## config.mk

```make
export PLATFORM = sky130hd
export DESIGN_NAME = load_store_unit
export DESIGN_NICKNAME = d
export VERILOG_FILES = /design/src/rtl/lsu_pkg.sv /design/src/rtl/load_extend.sv /design/src/rtl/load_store_unit.sv
export SDC_FILE = /design/constraint.sdc
export NUM_CORES = 1
export LEC_CHECK = 0
export ABC_AREA = 1
export CAP_MARGIN = 20
export CORE_MARGIN = 1.5
export CORE_UTILIZATION = 65
export CTS_CLUSTER_DIAMETER = 40
export CTS_CLUSTER_SIZE = 8
export DETAILED_ROUTE_END_ITERATION = 8
export DONT_BUFFER_PORTS = 1
export PLACE_DENSITY = 0.82
export SLEW_MARGIN = 10
export SYNTH_ARGS = -nofsm -noshare
export SYNTH_HDL_FRONTEND = slang
export SYNTH_SLANG_ARGS = --single-unit
export TNS_END_PERCENT = 100
```

## constraint.sdc

```tcl
create_clock -name clk -period 10.1 [get_ports clk]
set_input_delay 3.03 -clock clk [delete_from_list [all_inputs] [get_ports clk]]
set_output_delay 3.03 -clock clk [all_outputs]
set_load 0.02 [all_outputs]
```

## src/rtl/lsu_pkg.sv

```systemverilog
// +----------------------------------------------------------------------------+
// | lsu_pkg: shared FSM encoding, access-size codes, default timeout and the   |
// |          lane/alignment helpers for the load/store unit.                   |
// | Revision: 1.0                                                              |
// +----------------------------------------------------------------------------+
`default_nettype none

package lsu_pkg;

  typedef enum logic [1:0] {
    IDLE = 2'd0,
    BUSY = 2'd1,
    DONE = 2'd2
  } lsu_state_e;

  localparam logic [2:0] F3_B  = 3'b000;
  localparam logic [2:0] F3_H  = 3'b001;
  localparam logic [2:0] F3_W  = 3'b010;
  localparam logic [2:0] F3_BU = 3'b100;
  localparam logic [2:0] F3_HU = 3'b101;

  localparam int unsigned LSU_DEFAULT_TIMEOUT = 255;

  // Reserved size codes are reported as misaligned so they never reach the bus.
  function automatic logic access_aligned(input logic [2:0] f3, input logic [1:0] a);
    logic ok;
    ok = 1'b0;
    case (f3)
      F3_B, F3_BU: ok = 1'b1;
      F3_H, F3_HU: ok = ~a[0];
      F3_W:        ok = (a == 2'b00);
      default:     ok = 1'b0;
    endcase
    return ok;
  endfunction

  function automatic logic [3:0] lane_enable(input logic [2:0] f3, input logic [1:0] a);
    logic [3:0] be;
    case (f3[1:0])
      2'b00:   be = 4'b0001 << a;
      2'b01:   be = 4'b0011 << a;
      default: be = 4'b1111;
    endcase
    return be;
  endfunction

  function automatic logic [31:0] store_data(input logic [2:0] f3, input logic [31:0] wd);
    logic [31:0] d;
    case (f3[1:0])
      2'b00:   d = {4{wd[7:0]}};
      2'b01:   d = {2{wd[15:0]}};
      default: d = wd;
    endcase
    return d;
  endfunction

endpackage

`default_nettype wire

```

## src/rtl/load_extend.sv

```systemverilog
// +----------------------------------------------------------------------------+
// | load_extend: selects the addressed lane of a bus word and sign- or         |
// |              zero-extends it according to the access size code.            |
// | Revision: 1.0                                                              |
// +----------------------------------------------------------------------------+
`default_nettype none

module load_extend
  import lsu_pkg::*;
(
  input  logic [31:0] raw,
  input  logic [1:0]  addr,
  input  logic [2:0]  funct3,
  output logic [31:0] result
);

  logic [31:0] shifted;

  assign shifted = raw >> {addr, 3'b000};

  always_comb begin
    result = '0;
    case (funct3)
      F3_B:    result = {{24{shifted[7]}}, shifted[7:0]};
      F3_H:    result = {{16{shifted[15]}}, shifted[15:0]};
      F3_W:    result = shifted;
      F3_BU:   result = {24'b0, shifted[7:0]};
      F3_HU:   result = {16'b0, shifted[15:0]};
      default: result = '0;
    endcase
  end

endmodule

`default_nettype wire

```

## src/rtl/load_store_unit.sv

```systemverilog
// +----------------------------------------------------------------------------+
// | load_store_unit: memory-stage LSU that turns pipeline load/store requests  |
// |                  into single bus transactions with alignment and timeout.  |
// | Revision: 1.0                                                              |
// +----------------------------------------------------------------------------+
`default_nettype none

module load_store_unit
  import lsu_pkg::*;
#(
  parameter int unsigned TIMEOUT_CYCLES = LSU_DEFAULT_TIMEOUT
) (
  input  logic        clk,
  input  logic        reset,
  input  logic [31:0] ALUResultM,
  input  logic [31:0] WriteDataM,
  input  logic        MemReadM,
  input  logic        MemWriteM,
  input  logic [2:0]  Funct3M,
  output logic        mem_req,
  output logic        mem_we,
  output logic [31:0] mem_addr,
  output logic [31:0] mem_wdata,
  output logic [3:0]  mem_be,
  input  logic        mem_ack,
  input  logic [31:0] mem_rdata,
  output logic [31:0] ReadDataM,
  output logic        StallM,
  output logic        MisalignM,
  output logic        BusErrM
);

  localparam int unsigned CW = (TIMEOUT_CYCLES > 1) ? $clog2(TIMEOUT_CYCLES) : 1;
  localparam logic [CW-1:0] LAST_COUNT = CW'(TIMEOUT_CYCLES - 1);

  lsu_state_e  state;
  logic [CW-1:0] busy_count;
  logic [1:0]  addr_lo;
  logic [2:0]  funct3_q;
  logic        request;
  logic        aligned;
  logic        accept;
  logic [31:0] load_value;

  assign request = MemReadM | MemWriteM;
  assign aligned = access_aligned(Funct3M, ALUResultM[1:0]);
  assign accept  = (state == IDLE) && request && aligned;

  // Held low during reset even if the pipeline keeps presenting an access.
  assign StallM = ~reset & (accept | (state == BUSY));

  load_extend u_load_extend (
    .raw    (mem_rdata),
    .addr   (addr_lo),
    .funct3 (funct3_q),
    .result (load_value)
  );

  always_ff @(posedge clk or posedge reset) begin
    if (reset) begin
      state      <= IDLE;
      busy_count <= '0;
      addr_lo    <= '0;
      funct3_q   <= '0;
      mem_req    <= 1'b0;
      mem_we     <= 1'b0;
      mem_addr   <= '0;
      mem_wdata  <= '0;
      mem_be     <= '0;
      ReadDataM  <= '0;
      MisalignM  <= 1'b0;
      BusErrM    <= 1'b0;
    end else begin
      MisalignM <= 1'b0;
      BusErrM   <= 1'b0;
      ReadDataM <= '0;
      case (state)
        IDLE: begin
          if (request) begin
            if (aligned) begin
              // Write wins when both request lines are raised.
              mem_req    <= 1'b1;
              mem_we     <= MemWriteM;
              mem_addr   <= {ALUResultM[31:2], 2'b00};
              mem_be     <= lane_enable(Funct3M, ALUResultM[1:0]);
              mem_wdata  <= store_data(Funct3M, WriteDataM);
              addr_lo    <= ALUResultM[1:0];
              funct3_q   <= Funct3M;
              busy_count <= '0;
              state      <= BUSY;
            end else begin
              MisalignM <= 1'b1;
            end
          end
        end
        BUSY: begin
          // An ack on the final counted cycle still completes normally.
          if (mem_ack) begin
            mem_req    <= 1'b0;
            busy_count <= '0;
            state      <= DONE;
            if (!mem_we) ReadDataM <= load_value;
          end else if (busy_count == LAST_COUNT) begin
            mem_req    <= 1'b0;
            busy_count <= '0;
            BusErrM    <= 1'b1;
            state      <= DONE;
          end else begin
            busy_count <= busy_count + 1'b1;
          end
        end
        DONE: begin
          state <= IDLE;
        end
        default: begin
          state <= IDLE;
        end
      endcase
    end
  end

endmodule

`default_nettype wire

```

==> results.sh <==
export IMPL_antenna_cells=0
export IMPL_dp_hpwl_um=9150
export IMPL_grt_total_usage_pct=30.3
export IMPL_synth_cell_types=32
export IMPL_grt_pass1_vias=4412
export IMPL_drc=0
export IMPL_p_leak_nw=3.30
export IMPL_finalHoldViolCount=0
export IMPL_cts_resized=0
export IMPL_synthMuxAreaShare_pct=1.44
export IMPL_ir_drop_v=0.000189
export IMPL_start_kind="input pin"
export IMPL_max_freq_mhz=128
export IMPL_crit_type="input pin to output pin"
export IMPL_cts_num_sinks=117
export IMPL_synth_adder_area_share_pct=0.450
export IMPL_yosysWarnings=0
export IMPL_fin_nets=790
export IMPL_fin_crit_ns=7.82
export IMPL_io_buffers=0
export IMPL_synth_top_family_by_area="simple AND/OR/NAND/NOR gates"
export IMPL_antenna_left=0
export IMPL_drt_pass1_iterations=6
export IMPL_grt_max_degree=106
export IMPL_period_share_pct=77.4
export IMPL_slew_headroom_pct=34.0
export IMPL_rows=33
export IMPL_synth_compound_area_share_pct=6.62
export IMPL_vias=4598
export IMPL_crit_arrival_ns=4.79
export IMPL_post_cts_buffers=0
export IMPL_globalplace_congestion=0.927
export IMPL_design_core_area_sq_mm=0.00826
export IMPL_hold_buffers=0
export IMPL_required_ns=7.07
export IMPL_cts_tree="built"
export IMPL_outcome="finished clean"
export IMPL_slew_viol_final=0
export IMPL_cap_viol_max_count=0
export IMPL_drt_initial_drc_count=333
export IMPL_setup_tns_ns=0
export IMPL_synth_xor_area_share_pct=0.158
export IMPL_pre_cts_ws_ns=2.27
export IMPL_syn_to_final_growth_pct=8.33
export IMPL_cp_end_kind="output pin"
export IMPL_worst_slack_ns=2.28
export IMPL_wl_per_cell_um=16.6
export IMPL_worst_clock_skew_ns=0.0130
export IMPL_root_buffer="clkbuf_8"
export IMPL_final_setup_viol_count=0
export IMPL_die_area_sq_mm=0.00912
export IMPL_ys_seq_elements=117
export IMPL_synth_area_sq_mm=0.00556
export IMPL_grt_overflow=0
export IMPL_postSynthAreaPerCell_sq_um=7.95
export IMPL_yosysSeqAreaShare_pct=52.7
export IMPL_tightest_slew_ns=0.989
export IMPL_syn_instance_count=699
export IMPL_yosys_area_share_simple_pct=30.4
export IMPL_viasPerCell=5.73
export IMPL_power_density_mw_per_mm2=336
export IMPL_grt_pass1_wl_um=20900
export IMPL_drive_gt1_share_pct=6.74
export IMPL_routed_wl_um=13300
export IMPL_antenna_found_initial=0
export IMPL_path_clk_slew_ns=0.06
export IMPL_die_h_um=95.5
export IMPL_total_power_mw=2.02
export IMPL_clockBufferDepth=2
export IMPL_start_util_pct=67.3
export IMPL_htree_levels=4
export IMPL_io_pin_count=209
export IMPL_die_w_um=95.5
export IMPL_cts_buffers=17
export IMPL_min_path_type="flip-flop to flip-flop"
export IMPL_rsz0062_at_grt="false"
export IMPL_cp_max_fo=105
export IMPL_clk_latency_ns=0.51
==> path summary, 6_finish.rpt <==
path / end / start / slack (ns) / depth (start not counted)
max: StallM / ALUResultM[0] / 2.28 / 7
min in group asynchronous: BusErrM$_DFF_PP0_ / reset / 2.42 / 1
max reg2reg: mem_be[2]$_DFFE_PP0P_ / state[0]$_DFFE_PP0P_ / 7.57 / 7
min reg2reg: busy_count[7]$_DFFE_PP0P_ / busy_count[7]$_DFFE_PP0P_ / 0.52 / 2
max in group asynchronous: ReadDataM[31]$_DFF_PP0_ / reset / 6.33 / 2
min: busy_count[7]$_DFFE_PP0P_ / busy_count[7]$_DFFE_PP0P_ / 0.52 / 2
==> cells in the mapped netlist <==
| master | number | area share (%) |
|---|---|---|
| buf_1 | 1 | 0.067 |
| buf_6 | 12 | 2.4 |
| nor2_4 | 2 | 0.41 |
| buf_8 | 1 | 0.27 |
| nor2_1 | 25 | 1.7 |
| xor2_1 | 1 | 0.16 |
| nand2_1 | 316 | 21 |
| clkinv_1 | 1 | 0.067 |
| ha_1 | 2 | 0.45 |
| buf_2 | 8 | 0.72 |
| o21ai_0 | 33 | 3.0 |
| nand2_4 | 1 | 0.20 |
| o211ai_1 | 1 | 0.14 |
| buf_4 | 9 | 1.2 |
| dfrtp_1 | 117 | 53 |
| clkbuf_1 | 4 | 0.27 |
| o21ai_2 | 1 | 0.16 |
| nor3_2 | 1 | 0.18 |
| inv_1 | 41 | 2.8 |
| nand2_2 | 1 | 0.11 |
| nor3_1 | 3 | 0.27 |
| a21oi_1 | 23 | 2.1 |
| conb_1 | 1 | 0.067 |
| nand4_1 | 2 | 0.22 |
| nor2_2 | 1 | 0.11 |
| nand3_2 | 2 | 0.36 |
| mux2i_1 | 8 | 1.4 |
| inv_2 | 5 | 0.34 |
| o22ai_1 | 1 | 0.11 |
| o21ai_1 | 13 | 1.2 |
| clkbuf_2 | 1 | 0.090 |
| nand3_1 | 61 | 5.5 |
==> layout make-up <==
| cell class | instances | area (sq um) |
|---|---|---|
| tap | 105 | 131 |
| fill | 620 | 2230 |
| multi-input combinational | 500 | 2180 |
| sequential | 117 | 2930 |
| clock inverter | 12 | 154 |
| inverter | 47 | 179 |
| clock buffer | 20 | 445 |
| timing repair buffer | 1 | 7.51 |
==> cells by family (layout without fill, tap and decap cells) <==
group | after synthesis | in the layout
buffers and inverters | 83 | 80
multiplexers | 8 | 8
AND/OR/NAND/NOR | 415 | 415
flip-flops | 117 | 117
XOR/XNOR | 1 | 1
adder cells (fa/ha/maj) | 2 | 2
other | 1 | 2
AO/OA/AOI/OAI | 72 | 72
==> worst max-delay path, stage by stage <==
cell and delay, ns:
nor2_2 0.13, nand3_1 0.09, nand2_1 0.13, nand2_4 0.50
nand2_1 0.45, inv_1 0.12, nor2_1 0.33
==> per-layer routing <==
metal	GRT usage (%)	up-vias	routed length, um
met5	0	-	0
met4	14.0	0	403
met3	13.4	41	1470
met2	49.4	253	6510
met1	34.2	2136	4900
li1	-	2168	-
==> state kept, by name, indices dropped and copies added, names as in the netlist <==
signal,flops
ReadDataM,32
mem_wdata,32
mem_addr,30
busy_count,8
mem_be,4
funct3_q,3
addr_lo,2
state,2
BusErrM,1
MisalignM,1
mem_req,1
mem_we,1
==> through the flow <==
step           instances  cell area [sq um]  hold slack [ns]  utilization (%)
5_1_grt              802               6020            0.553             72.9
3_5_place_dp         770               5420            0.503             65.7
3_3_place_gp         770               5420            0.495             65.7
4_1_cts              802               6020            0.525             72.9
2_1_floorplan        700               5560            0.471                -
6_report             802               6020            0.523             72.9
==> report_power, final <==
group | internal [mW] | switching (mW)
clock | 0.388 | 0.213
sequential | 0.631 | 0.330
combinational | 0.149 | 0.311
==> placed cells by master, fill, tap and decap left out, types with 2 or more instances in the layout <==
cell,netlist,routed
inv_2,5,5
nand4_1,2,2
nor2_4,2,2
nor3_1,3,3
nor2_1,25,25
inv_1,41,40
o21ai_1,13,13
ha_1,2,2
dfrtp_1,117,117
clkbuf_8,0,3
nand3_1,61,61
conb_1,1,2
clkinv_2,0,3
o21ai_0,33,33
clkbuf_16,0,16
clkinvlp_4,0,3
a21oi_1,23,23
bufinv_16,0,3
nand3_2,2,2
mux2i_1,8,8
clkinv_4,0,3
nand2_1,316,316
Note: power is estimated with default switching activity, not from simulation.
